$ cat config.mk
export PLATFORM = sky130hd
export DESIGN_NAME = seg7_scan_driver
export DESIGN_NICKNAME = d
export VERILOG_FILES = /design/src/rtl/seg7_scan_driver.sv
export SDC_FILE = /design/constraint.sdc
export NUM_CORES = 1
export LEC_CHECK = 0
export BUFFER_PORTS_ARGS = -buffer_cell sky130_fd_sc_hd__buf_2
export CORE_ASPECT_RATIO = 1.25
export CORE_MARGIN = 2
export CORE_UTILIZATION = 45
export CTS_BUF_LIST = sky130_fd_sc_hd__clkbuf_8
export CTS_CLUSTER_DIAMETER = 60
export DETAILED_ROUTE_END_ITERATION = 8
export PLACE_DENSITY = 0.67
export SYNTH_ARGS = -nofsm -noshare
export SYNTH_HDL_FRONTEND = slang
export SYNTH_SLANG_ARGS = --single-unit
$ cat constraint.sdc
create_clock -name clk_i -period 3.2 [get_ports clk_i]
set_input_delay 0.16 -clock clk_i [delete_from_list [all_inputs] [get_ports clk_i]]
set_output_delay 0.16 -clock clk_i [all_outputs]
set_load 0.02 [all_outputs]
$ cat src/rtl/seg7_scan_driver.sv
// seg7_scan_driver: multiplexed hex driver for an N-digit common-anode
// 7-segment display. A load captures a packed hex word into a staging
// register. The staging register is copied to the display register only at
// the start of a frame, so an update never tears. One digit is lit at a time
// for CLK_DIV cycles, with BLANK_CYC dark cycles between digits.
//
// Optional build macro: SEG7_LZB_EN enables leading-zero blanking.
//
// Ports:
//   clk_i    system clock
//   rst_i    synchronous reset, active-high
//   data_i   packed hex digits, digit k = data_i[4k+3:4k]
//   dp_i     decimal point request per digit (1 = lit)
//   blank_i  force digit dark (1 = dark)
//   load_i   capture data_i/dp_i/blank_i into staging
//   seg_o    segments {g,f,e,d,c,b,a}, active-low
//   dp_o     decimal point, active-low
//   an_o     digit enables, active-low, at most one low
//   frame_o  one-cycle pulse when digit 0 enters SHOW
module seg7_scan_driver #(
  parameter int unsigned N_DIGITS  = 4,
  parameter int unsigned CLK_DIV   = 50000,
  parameter int unsigned BLANK_CYC = 500
) (
  input  logic                    clk_i,
  input  logic                    rst_i,
  input  logic [4*N_DIGITS-1:0]   data_i,
  input  logic [N_DIGITS-1:0]     dp_i,
  input  logic [N_DIGITS-1:0]     blank_i,
  input  logic                    load_i,
  output logic [6:0]              seg_o,
  output logic                    dp_o,
  output logic [N_DIGITS-1:0]     an_o,
  output logic                    frame_o
);

  localparam int unsigned DW      = 4 * N_DIGITS;
  localparam int unsigned CNT_MAX = ((CLK_DIV > BLANK_CYC) ? CLK_DIV : BLANK_CYC) - 1;
  localparam int unsigned CNT_W   = (CNT_MAX < 1) ? 1 : $clog2(CNT_MAX + 1);
  localparam int unsigned IDX_W   = (N_DIGITS < 2) ? 1 : $clog2(N_DIGITS);

  typedef enum logic {
    ST_BLANK = 1'b0,
    ST_SHOW  = 1'b1
  } state_e;

  state_e               state_q;
  logic [CNT_W-1:0]     cnt_q;
  logic [IDX_W-1:0]     idx_q;
  logic [DW-1:0]        stg_data_q, disp_data_q, disp_data_d;
  logic [N_DIGITS-1:0]  stg_dp_q, disp_dp_q, disp_dp_d;
  logic [N_DIGITS-1:0]  stg_blank_q, disp_blank_q, disp_blank_d;
  logic [6:0]           seg_q;
  logic                 dp_q;
  logic [N_DIGITS-1:0]  an_q;
  logic                 frame_q;

  logic                 blank_done_c, show_done_c, copy_c;
  logic [N_DIGITS-1:0]  lzb_c;
  logic [3:0]           digit_c;
  logic                 dark_c;
  logic [6:0]           seg_show_c;
  logic                 dp_show_c;

  // Active-low glyph set, bit order {g,f,e,d,c,b,a}.
  function automatic logic [6:0] glyph(input logic [3:0] h);
    case (h)
      4'h0: glyph = 7'b100_0000;
      4'h1: glyph = 7'b111_1001;
      4'h2: glyph = 7'b010_0100;
      4'h3: glyph = 7'b011_0000;
      4'h4: glyph = 7'b001_1001;
      4'h5: glyph = 7'b001_0010;
      4'h6: glyph = 7'b000_0010;
      4'h7: glyph = 7'b111_1000;
      4'h8: glyph = 7'b000_0000;
      4'h9: glyph = 7'b001_0000;
      4'hA: glyph = 7'b000_1000;
      4'hB: glyph = 7'b000_0011;
      4'hC: glyph = 7'b100_0110;
      4'hD: glyph = 7'b010_0001;
      4'hE: glyph = 7'b000_0110;
      default: glyph = 7'b000_1110;
    endcase
  endfunction

  // Frame-boundary copy and the segment pattern for the digit about to light.
  // The pattern is taken from the post-copy display value so a load landing
  // on the copy edge is visible in the same SHOW window.
  always_comb begin
    blank_done_c = (state_q == ST_BLANK) && (cnt_q == CNT_W'(BLANK_CYC - 1));
    show_done_c  = (state_q == ST_SHOW)  && (cnt_q == CNT_W'(CLK_DIV - 1));
    copy_c       = blank_done_c && (idx_q == '0);

    disp_data_d  = disp_data_q;
    disp_dp_d    = disp_dp_q;
    disp_blank_d = disp_blank_q;
    if (copy_c) begin
      disp_data_d  = load_i ? data_i  : stg_data_q;
      disp_dp_d    = load_i ? dp_i    : stg_dp_q;
      disp_blank_d = load_i ? blank_i : stg_blank_q;
    end

    lzb_c = '0;
`ifdef SEG7_LZB_EN
    // Suppress zeros from the top down until a nonzero digit or a lit dp;
    // digit 0 is never suppressed.
    begin
      logic run;
      run = 1'b1;
      for (int k = N_DIGITS - 1; k >= 1; k--) begin
        run      = run && (disp_data_d[4*k +: 4] == 4'h0) && !disp_dp_d[k];
        lzb_c[k] = run;
      end
    end
`endif

    digit_c    = disp_data_d[4*int'(idx_q) +: 4];
    dark_c     = disp_blank_d[idx_q] | lzb_c[idx_q];
    seg_show_c = dark_c ? 7'h7F : glyph(digit_c);
    dp_show_c  = dark_c ? 1'b1 : ~disp_dp_d[idx_q];
  end

  // Scan FSM with staging/display registers and registered pin outputs.
  always_ff @(posedge clk_i) begin
    if (rst_i) begin
      state_q      <= ST_BLANK;
      cnt_q        <= '0;
      idx_q        <= '0;
      stg_data_q   <= '0;
      stg_dp_q     <= '0;
      stg_blank_q  <= '0;
      disp_data_q  <= '0;
      disp_dp_q    <= '0;
      disp_blank_q <= '0;
      seg_q        <= 7'h7F;
      dp_q         <= 1'b1;
      an_q         <= '1;
      frame_q      <= 1'b0;
    end else begin
      if (load_i) begin
        stg_data_q  <= data_i;
        stg_dp_q    <= dp_i;
        stg_blank_q <= blank_i;
      end
      disp_data_q  <= disp_data_d;
      disp_dp_q    <= disp_dp_d;
      disp_blank_q <= disp_blank_d;
      frame_q      <= copy_c;

      case (state_q)
        ST_BLANK: begin
          if (blank_done_c) begin
            state_q <= ST_SHOW;
            cnt_q   <= '0;
            an_q    <= ~(N_DIGITS'(1) << idx_q);
            seg_q   <= seg_show_c;
            dp_q    <= dp_show_c;
          end else begin
            cnt_q <= cnt_q + 1'b1;
          end
        end
        ST_SHOW: begin
          if (show_done_c) begin
            state_q <= ST_BLANK;
            cnt_q   <= '0;
            idx_q   <= (idx_q == IDX_W'(N_DIGITS - 1)) ? '0 : idx_q + 1'b1;
            an_q    <= '1;
            seg_q   <= 7'h7F;
            dp_q    <= 1'b1;
          end else begin
            cnt_q <= cnt_q + 1'b1;
          end
        end
        default: begin
          state_q <= ST_BLANK;
          cnt_q   <= '0;
        end
      endcase
    end
  end

  assign seg_o   = seg_q;
  assign dp_o    = dp_q;
  assign an_o    = an_q;
  assign frame_o = frame_q;

endmodule

==> results of run 1 <==
## registers in the layout (all words and copies together), names as in the netlist, 2 cells and up
name / count
disp_blank_q: 4
idx_q: 2
disp_dp_q: 4
cnt_q: 16
stg_dp_q: 4
an_o: 4
stg_blank_q: 4
disp_data_q: 16
stg_data_q: 16
seg_o: 7
## placed cells by master, fill, tap and decap left out, types with 2 or more instances in the layout
cell      count
a21boi_0      2
a21oi_1      21
a221oi_1      2
a22oi_1       2
and2_1        4
and3_1        6
buf_2        39
buf_4        21
clkbuf_8     10
clkinv_4      2
dfxtp_1      79
ha_1         10
inv_1        14
mux2_2       17
mux2i_1      24
mux4_2        7
nand2_1      20
nand3_1      12
nand4_1       2
nor2_1       80
nor2b_1      17
nor3_1        6
nor4_1        4
nor4b_1       2
o21ai_0       4
o22a_1        3
or4_1         2
xnor2_1       5
xor2_1        9
## per-stage QoR
step	area, um2	util [%]
5_1_grt	4300	54.8
2_1_floorplan	3670	-
3_3_place_gp	4020	51.3
6_report	4300	54.8
3_5_place_dp	4020	51.3
4_1_cts	4240	54.1
## worst max-delay path: cells and delay by family (launching register included)
family                     cells  cell delay [ns]
muxes                          2             0.68
adders and majority gates      2             0.50
DFF                            1             0.38
AOI/OAI and AO/OA              3             0.53
buffers and inverters          2             0.27
and+or+nand+nor                3             0.60
## repair_timing
item | 4_1_cts | 5_1_grt
setup endpoints to repair | 1 | 6
buffers inserted | 2 | 5
gates cloned | 0 | 0
pin swaps | 1 | 2
gates resized for setup | 0 | 5
## final timing paths
check,from,end,cells after the start
worst min-delay path,dp_i[3],stg_dp_q[3],3
worst max register to register,cnt_q[1],seg_o[1],12
worst min register to register,disp_data_q[15],disp_data_q[15],2
worst max-delay path,cnt_q[1],seg_o[1],12
## final cells by class
type,count,share of cell area (%)
tap,95,2.77
inverter,14,1.22
multi-input combinational,279,45.5
clock buffer,10,3.20
clock inverter,6,1.57
timing repair buffer,61,8.39
sequential,80,37.3
## metal layers
layer | vias up | routed length [um]
met5 | - | 0
met2 | 61 | 3710
met1 | 1390 | 3450
met3 | 14 | 263
li1 | 1443 | -
met4 | 0 | 180
## power breakdown
group / leakage, nW / switching [mW] / total (mW) / internal (mW)
sequential: 0.650 / 0.00791 / 1.02 / 1.02
combinational: 0.964 / 0.0521 / 0.103 / 0.0506
clock: 0.104 / 0.379 / 0.763 / 0.384
## logic make-up (layout without fill, tap and decap cells)
group           count (synthesis)  in the layout
xor+xnor                       14             14
mux                            48             48
buf+inv                        33             91
simple gates                  162            162
flops                          80             80
fa+ha+maj                      11             11
compound gates                 44             44
==> run metrics, run 1 <==
DR DRC count=0; met1 Usage GRT=23.1%; Synth Warn #=0; Area Growth Syn to Fin=17.0%; Die Width=84.8 um; Final GP Congestion=0.843; Post-Synth Simple-Gate Area=21.9%; worst reg-to-reg setup slack=0.14 ns; average wire per standard cell=13.9 um; met2 Usage GRT=29.8%; synthesized instance count=392; Ports=40; total CTS buffers=9; Initial DRC Count=193; global-route wire length before repair=13,000 um; Vias=2,908; Total Power=1.89 mW; net count of the mapped netlist=430; clock input transition at the sequential cells of the worst setup and hold paths=0.08 ns; dpl cells=522; Slew @ Worst Pin=0.760 ns; hpwl dp=5310 um; final setup violation count=0; Netlist cell types=45; Worst Skew=0.0113 ns; CTS tree=built; largest area contributor in the netlist=dfxtp_1; Setup Crit Path Kind=flop to flop; fill count=732; Tmin final=3.06 ns; Synth area leaders=dfxtp_1 44%, nor2_1 8.2%, mux2i_1 6.5%; Clock Root Buffer=clkbuf_8; Synth Area in Compound Gates=7.77%; Yosys reg bits=80; CORE AREA=0.00784 mm2; Final WS setup=0.136 ns; Rows=36; initial antenna violation count=0; Post-Layout Cell Count=545; worst-path maximum fanout=6; met3 Use GR=3.32%; # Max-Cap Violations=0; largest family of logic cells by synthesized area=simple AND/OR/NAND/NOR gates; H-tree Lvls=3; final WL=7600 um; DRT Pass-1 Iters=4; endpoints failing hold=0; die area=0.00890 mm2; Synth Cell Area=0.00367 mm2; adder-cell share of the synthesized area=3.75%; IO buf count=39; post-synthesis mux area share=16.1%; grt peak-use layer=met2; Clock Sinks=80; final antenna-violating net count=0; Fmax=326 MHz; Die H=105 um; Peak VDD IR=0.285 mV; Power Dens Cells=440 mW/mm2; hold_ws=0.0719 ns; multi-input logic area=0.00196 mm2; vias in the first global route=2,812; CP startpoint kind=flop; slowest CP cell=mux4_2; largest net degree at the start of global routing=54; worst hold path class=input pin to flop; vias per cell=5.34; register area share after synthesis=43.6%; max_slew headroom=49.3%; worst path required time=3.46 ns; part of the cycle the worst path needs=95.8%; Leakage=1.72 nW; Post-synth ARST share=0%; Remaining Overflow, GRT=0; Initial Utilization=46.8%; most instantiated cells after synthesis=80 x dfxtp_1, 80 x nor2_1, 24 x mux2i_1; Clock Latency Late Sink=0.36 ns; Critical Path AT=3.32 ns; Seq. cell area=0.00160 mm2; Post-Synth XOR/XNOR Area=3.34%; final setup TNS=0 ns; Cell Chain, Critical Path=ha_4, nor4b_4, nand4b_4, nor2_8, clkbuf_4, mux2i_1, mux4_2, ha_1, inv_1, a211oi_1, a311o_1, o21ba_1; CTS Hold Bufs=0; NumNets Final=483; Critical Path Max Stage Delay=0.58 ns; Setup WS pre-CTS=0.0131 ns; share of post-route cells with drive strength above 1=24.4%; gr usage total=18.3%; Post-synth EDFFs=0; n_diodes=0; Crit. End Element=flop; Post-synth top flop=dfxtp_1; buffer levels on the longest clock path=2; average instance area after synthesis=9.36 um2; status=finished, final reports clean; Final Max Tran Viols=0; top cell type's share of synthesized area=43.6%
Power figures use the tool's default switching activity.
==> run 2, diff against run 1 <==
==> config.mk (replaced) <==
export PLATFORM = sky130hd
export DESIGN_NAME = seg7_scan_driver
export DESIGN_NICKNAME = d
export VERILOG_FILES = /design/src/rtl/seg7_scan_driver.sv
export SDC_FILE = /design/constraint.sdc
export NUM_CORES = 1
export LEC_CHECK = 0
export CORE_ASPECT_RATIO = 1.25
export CORE_MARGIN = 2
export CORE_UTILIZATION = 45
export CTS_BUF_LIST = sky130_fd_sc_hd__clkbuf_8
export CTS_CLUSTER_DIAMETER = 60
export DETAILED_ROUTE_END_ITERATION = 8
export DONT_BUFFER_PORTS = 1
export HOLD_SLACK_MARGIN = 0.08
export PLACE_DENSITY = 0.63
export SYNTH_ARGS = -nofsm -noshare
export SYNTH_HDL_FRONTEND = slang
export SYNTH_SLANG_ARGS = --single-unit
==> run 2 against run 1 <==
  * Setup slack got worse by 0.012 ns
  * Sequential share of layout area decreased by 0.64 points
  * Non-clock buffer count decreased by 14
  * Final cell count decreased by 2.6%
  * Maximum frequency decreased by 0.39%
  * Clock-buffer cell count decreased by 1
  * Combinational power increased by 7%
  * Utilization increased by 0.91 points
  * Largest power group unchanged
  * Die area unchanged
  * Global-route usage decreased by 0.63 points
==> run metrics, run 2 (synthesized netlist as in run 1, its figures left out) <==
Remaining Overflow, GRT=0; DR DRC count=0; final setup TNS=0 ns; endpoints failing hold=0; Critical Path Max Stage Delay=0.55 ns; # Max-Cap Violations=0; gr usage total=17.6%; worst hold path class=input pin to flop; Critical Path AT=3.33 ns; Final GP Congestion=0.789; Largest regs=cnt_q (16), disp_data_q (16), stg_data_q (16); final WL=7440 um; n_diodes=0; DRT Pass-1 Iters=4; Die H=105 um; vias in the first global route=2,786; Clock Root Buffer=clkbuf_8; Final WS setup=0.124 ns; max_slew headroom=68.2%; CORE AREA=0.00784 mm2; CP startpoint kind=flop; hpwl dp=5080 um; final setup violation count=0; Final Max Tran Viols=0; global-route wire length before repair=12,700 um; buffer levels on the longest clock path=2; largest net degree at the start of global routing=53; part of the cycle the worst path needs=96.1%; Slew @ Worst Pin=0.477 ns; status=finished, final reports clean; NumNets Final=470; Clock Latency Late Sink=0.36 ns; total CTS buffers=9; worst path required time=3.45 ns; average wire per standard cell=14.0 um; Die Width=84.8 um; Crit. End Element=flop; die area=0.00890 mm2; final antenna-violating net count=0; Worst Skew=0.00835 ns; Leakage=1.69 nW; share of post-route cells with drive strength above 1=15.8%; Fmax=325 MHz; Vias=2,810; Initial DRC Count=159; Power Dens Cells=447 mW/mm2; Ports=40; IO buf count=0; Rows=36; most frequent cells in the layout=80 x nor2_1, 80 x dfxtp_1, 25 x dlygate4sd3_1, 24 x mux2i_1; Tmin final=3.08 ns; Setup WS pre-CTS=0.0524 ns; CTS tree=built; worst-path maximum fanout=5; Clock Sinks=80; clock input transition at the sequential cells of the worst setup and hold paths=0.09 ns; post_cts resized=0; Setup Crit Path Kind=flop to flop; Area Growth Syn to Fin=19.0%; Initial Utilization=46.8%; slowest CP cell=mux4_2; Cell Chain, Critical Path=ha_1, nor4b_4, nand4b_4, nor2_4, mux2i_1, mux4_2, ha_1, inv_1, a211oi_1, a311o_1, o21ba_1; H-tree Lvls=3; initial antenna violation count=0; vias per cell=5.29; Peak VDD IR=0.274 mV; Worst path most repeated cell=ha_1
## run 2: critical path, delay by kind of cell (launching register included)
kind | cells | cell delay, ns
AND/OR/NAND/NOR | 3 | 0.76
AO/OA/AOI/OAI | 3 | 0.54
multiplexers | 2 | 0.68
adder cells (fa/ha/maj) | 2 | 0.56
flip-flops | 1 | 0.36
buffers and inverters | 1 | 0.08
## run 2: cell type report
class	count	area [um2]
clock inverter	6	93.8
fill	718	3470
multi-input combinational	280	1950
timing repair buffer	47	428
sequential	80	1600
clock buffer	9	124
tap	95	119
inverter	14	52.6
## run 2: path summary, 6_finish.rpt
| check | startpoint | endpoint | slack [ns] | depth (start not counted) |
|---|---|---|---|---|
| setup / recovery | cnt_q[0] | seg_o[1] | 0.12 | 11 |
| setup reg to reg | cnt_q[0] | seg_o[1] | 0.12 | 11 |
| hold / removal | data_i[9] | stg_data_q[9] | 0.08 | 2 |
| hold reg to reg | cnt_q[0] | cnt_q[0] | 0.45 | 1 |
## run 2: repair_timing
| item | CTS | global route |
|---|---|---|
| hold endpoints to repair | 53 | 2 |
| hold buffers | 24 | 2 |
| setup buffers | 0 | 8 |
| setup endpoints to repair | 0 | 5 |
## run 2: per-stage QoR
| step | util (%) | area [um2] | power, mW | std cells | hold slack, ns |
|---|---|---|---|---|---|
| global placement | 48.6 | 3810 | 1.11 | 481 | 0.235 |
| detailed placement | 48.6 | 3810 | 1.12 | 481 | 0.237 |
| global route | 55.7 | 4370 | 2.02 | 531 | 0.0825 |
| floorplan | - | 3670 | 1.11 | 392 | 0.327 |
| CTS | 54.6 | 4280 | 1.97 | 520 | 0.0812 |
| finish | 55.7 | 4370 | 1.95 | 531 | 0.0835 |
## run 2: routing by layer
metal	wire length (um)	part of all wire [%]	global-route usage, %
met1	3470	47	21.7
met2	3560	48	29.0
met3	231	3.1	4.27
met4	175	2.4	7.94
met5	0	0	0
## run 2: power by group
group	total, mW	switching, mW	internal (mW)
sequential	1.02	0.00637	1.02
clock	0.819	0.379	0.440
combinational	0.110	0.0458	0.0644
==> run 3, diff against run 2 <==
--- a/config.mk
+++ b/config.mk
@@ -13,7 +13,7 @@
 export DETAILED_ROUTE_END_ITERATION = 8
 export DONT_BUFFER_PORTS = 1
 export HOLD_SLACK_MARGIN = 0.08
-export PLACE_DENSITY = 0.63
+export PLACE_DENSITY = 0.65
 export SYNTH_ARGS = -nofsm -noshare
 export SYNTH_HDL_FRONTEND = slang
 export SYNTH_SLANG_ARGS = --single-unit
==> constraint.sdc (replaced) <==
create_clock -name clk_i -period 2.7 [get_ports clk_i]
set_input_delay 0.135 -clock clk_i [delete_from_list [all_inputs] [get_ports clk_i]]
set_output_delay 0.135 -clock clk_i [all_outputs]
set_load 0.02 [all_outputs]
==> run 3 against run 2 <==
  * Final cell count grew 6.8%
  * Register-to-register slack lost 0.26 ns
  * First-iteration DRC count grew 5.7%
  * Sequential cell count is the same
  * The run now ends with negative setup slack left
  * Wire length grew 20%
  * Largest cell class unchanged
  * Critical path type unchanged
  * Via count grew 7.3%
  * Largest power group unchanged
  * Critical path depth grew 2
==> run metrics, run 3 (synthesized netlist as in run 1, its figures left out) <==
Area Growth Syn to Fin=31.3%; NumNets Final=505; DR DRC count=0; part of the cycle the worst path needs=105%; Total Power=2.14 mW; Largest regs=cnt_q (16), disp_data_q (16), stg_data_q (16); DRT Pass-1 Iters=4; WHS Path Cells=2; Die Width=84.8 um; Clock Root Buffer=clkbuf_8; fill count=642; failing checks=negative setup slack; Clock Sinks=80; Worst Skew=0.0118 ns; Initial DRC Count=168; Setup Crit Path Kind=flop to flop; Final GP Congestion=0.834; initial antenna violation count=0; # Max-Cap Violations=0; endpoints failing hold=0; clock input transition at the sequential cells of the worst setup and hold paths=0.08 ns; DP Area=0.00402 mm2; Power Dens Cells=444 mW/mm2; Crit. End Element=flop; Clock Latency Late Sink=0.36 ns; max_slew headroom=61.5%; most frequent cells in the layout=79 x nor2_1, 78 x dfxtp_1, 44 x buf_4, 36 x dlygate4sd3_1; R2R cell count=13; RSZ-0062 raised after global routing=yes; H-tree Lvls=3; CP startpoint kind=flop; average wire per standard cell=15.7 um; Remaining Overflow, GRT=0; Ports=40; Die H=105 um; Leakage=1.88 nW; Fmax=353 MHz; Setup WS pre-CTS=-0.158 ns; Rows=36; n_diodes=0; CORE AREA=0.00784 mm2; final WL=8930 um; Final Cell Area=0.00482 mm2; global-route wire length before repair=14,400 um; hpwl dp=5570 um; vias per cell=5.32; vias in the first global route=3,061; Vias=3,015; hold_ws=0.0960 ns; share of post-route cells with drive strength above 1=25.6%; Tmin final=2.83 ns; largest net degree at the start of global routing=54; Peak VDD IR=0.316 mV; Initial Utilization=46.8%; die area=0.00890 mm2; leading cell type in the layout, fill and taps excluded=nor2_1; CTS tree=built; total CTS buffers=9; gr usage total=20.6%; status=complete, but fails checks; worst path required time=2.94 ns; Slew @ Worst Pin=0.572 ns; final setup TNS=-0.470 ns; final antenna-violating net count=0; IO buf count=0; worst-path maximum fanout=5; Final WS setup=-0.135 ns; Critical Path AT=3.07 ns; worst hold path class=input pin to flop; Final Max Tran Viols=0; buffer levels on the longest clock path=2; final setup violation count=7
## run 3: cell types whose count changed in the layout (fill, tap and decap cells not counted), moves of 3 or more
cell           previous run  this run
buf_4                    21        44
ha_4                      0         3
clkinv_2                  0         4
mux2i_1                  24        16
ha_2                      0         3
dlygate4sd3_1            25        36
ha_1                     11         5
inv_1                    13         9
mux2i_4                   0         8
## run 3: worst max-delay path, stage by stage (launching register included)
cell and delay (ns):
dfxtp_2 0.35, ha_4 0.13, nor4b_4 0.26, nand4b_4 0.19, nor2_8 0.14, buf_12 0.16
mux2i_4 0.25, mux4_2 0.37, inv_2 0.08, ha_2 0.18, nand3_1 0.09, o21ai_0 0.13
a221oi_1 0.31, nor2_1 0.06
## run 3: metrics by stage
step / util (%) / cells
after floorplan: - / 392
after detailed placement: 51.2 / 502
final: 61.5 / 567
after CTS: 59.4 / 564
after global placement: 51.2 / 502
after global routing: 61.5 / 567
## run 3: area by class of cell
| cell class | instances | area [um2] | share of cell area (%) |
|---|---|---|---|
| clock buffer | 9 | 124 | 2.57 |
| clock inverter | 7 | 40.0 | 0.831 |
| inverter | 14 | 62.6 | 1.30 |
| multi-input combinational | 279 | 2120 | 44.1 |
| sequential | 80 | 1600 | 33.3 |
| tap | 95 | 119 | 2.47 |
| timing repair buffer | 83 | 746 | 15.5 |
## run 3: per-layer routing
layer | global-route usage [%] | wire length (um) | vias to the layer above
met1 | 23.2 | 3550 | 1455
met2 | 37.8 | 4900 | 62
met5 | 0 | 0 | -
met3 | 3.32 | 330 | 11
li1 | - | - | 1487
met4 | 8.96 | 148 | 0
## run 3: power breakdown
part | internal, mW | switching, mW | total (mW) | leakage, nW
sequential | 1.20 | 0.00925 | 1.21 | 0.651
combinational | 0.0947 | 0.0705 | 0.165 | 1.14
clock | 0.325 | 0.436 | 0.761 | 0.0899
## run 3: worst paths after layout
| path | from | slack, ns | end |
|---|---|---|---|
| worst min-delay path | data_i[15] | 0.1 | stg_data_q[15] |
| worst min register to register | disp_data_q[6] | 0.46 | disp_data_q[6] |
| worst max-delay path | cnt_q[1] | -0.13 | seg_o[6] |
| worst max register to register | cnt_q[1] | -0.13 | seg_o[6] |
## run 3: timing repair
action                                  in CTS  in global routing
setup buffers                                9                  3
resized for setup                           10                 27
hold buffers                                37                  0
hold endpoints to repair                    54                  0
endpoints found under the setup margin       7                  7
pin swaps                                    5                  9
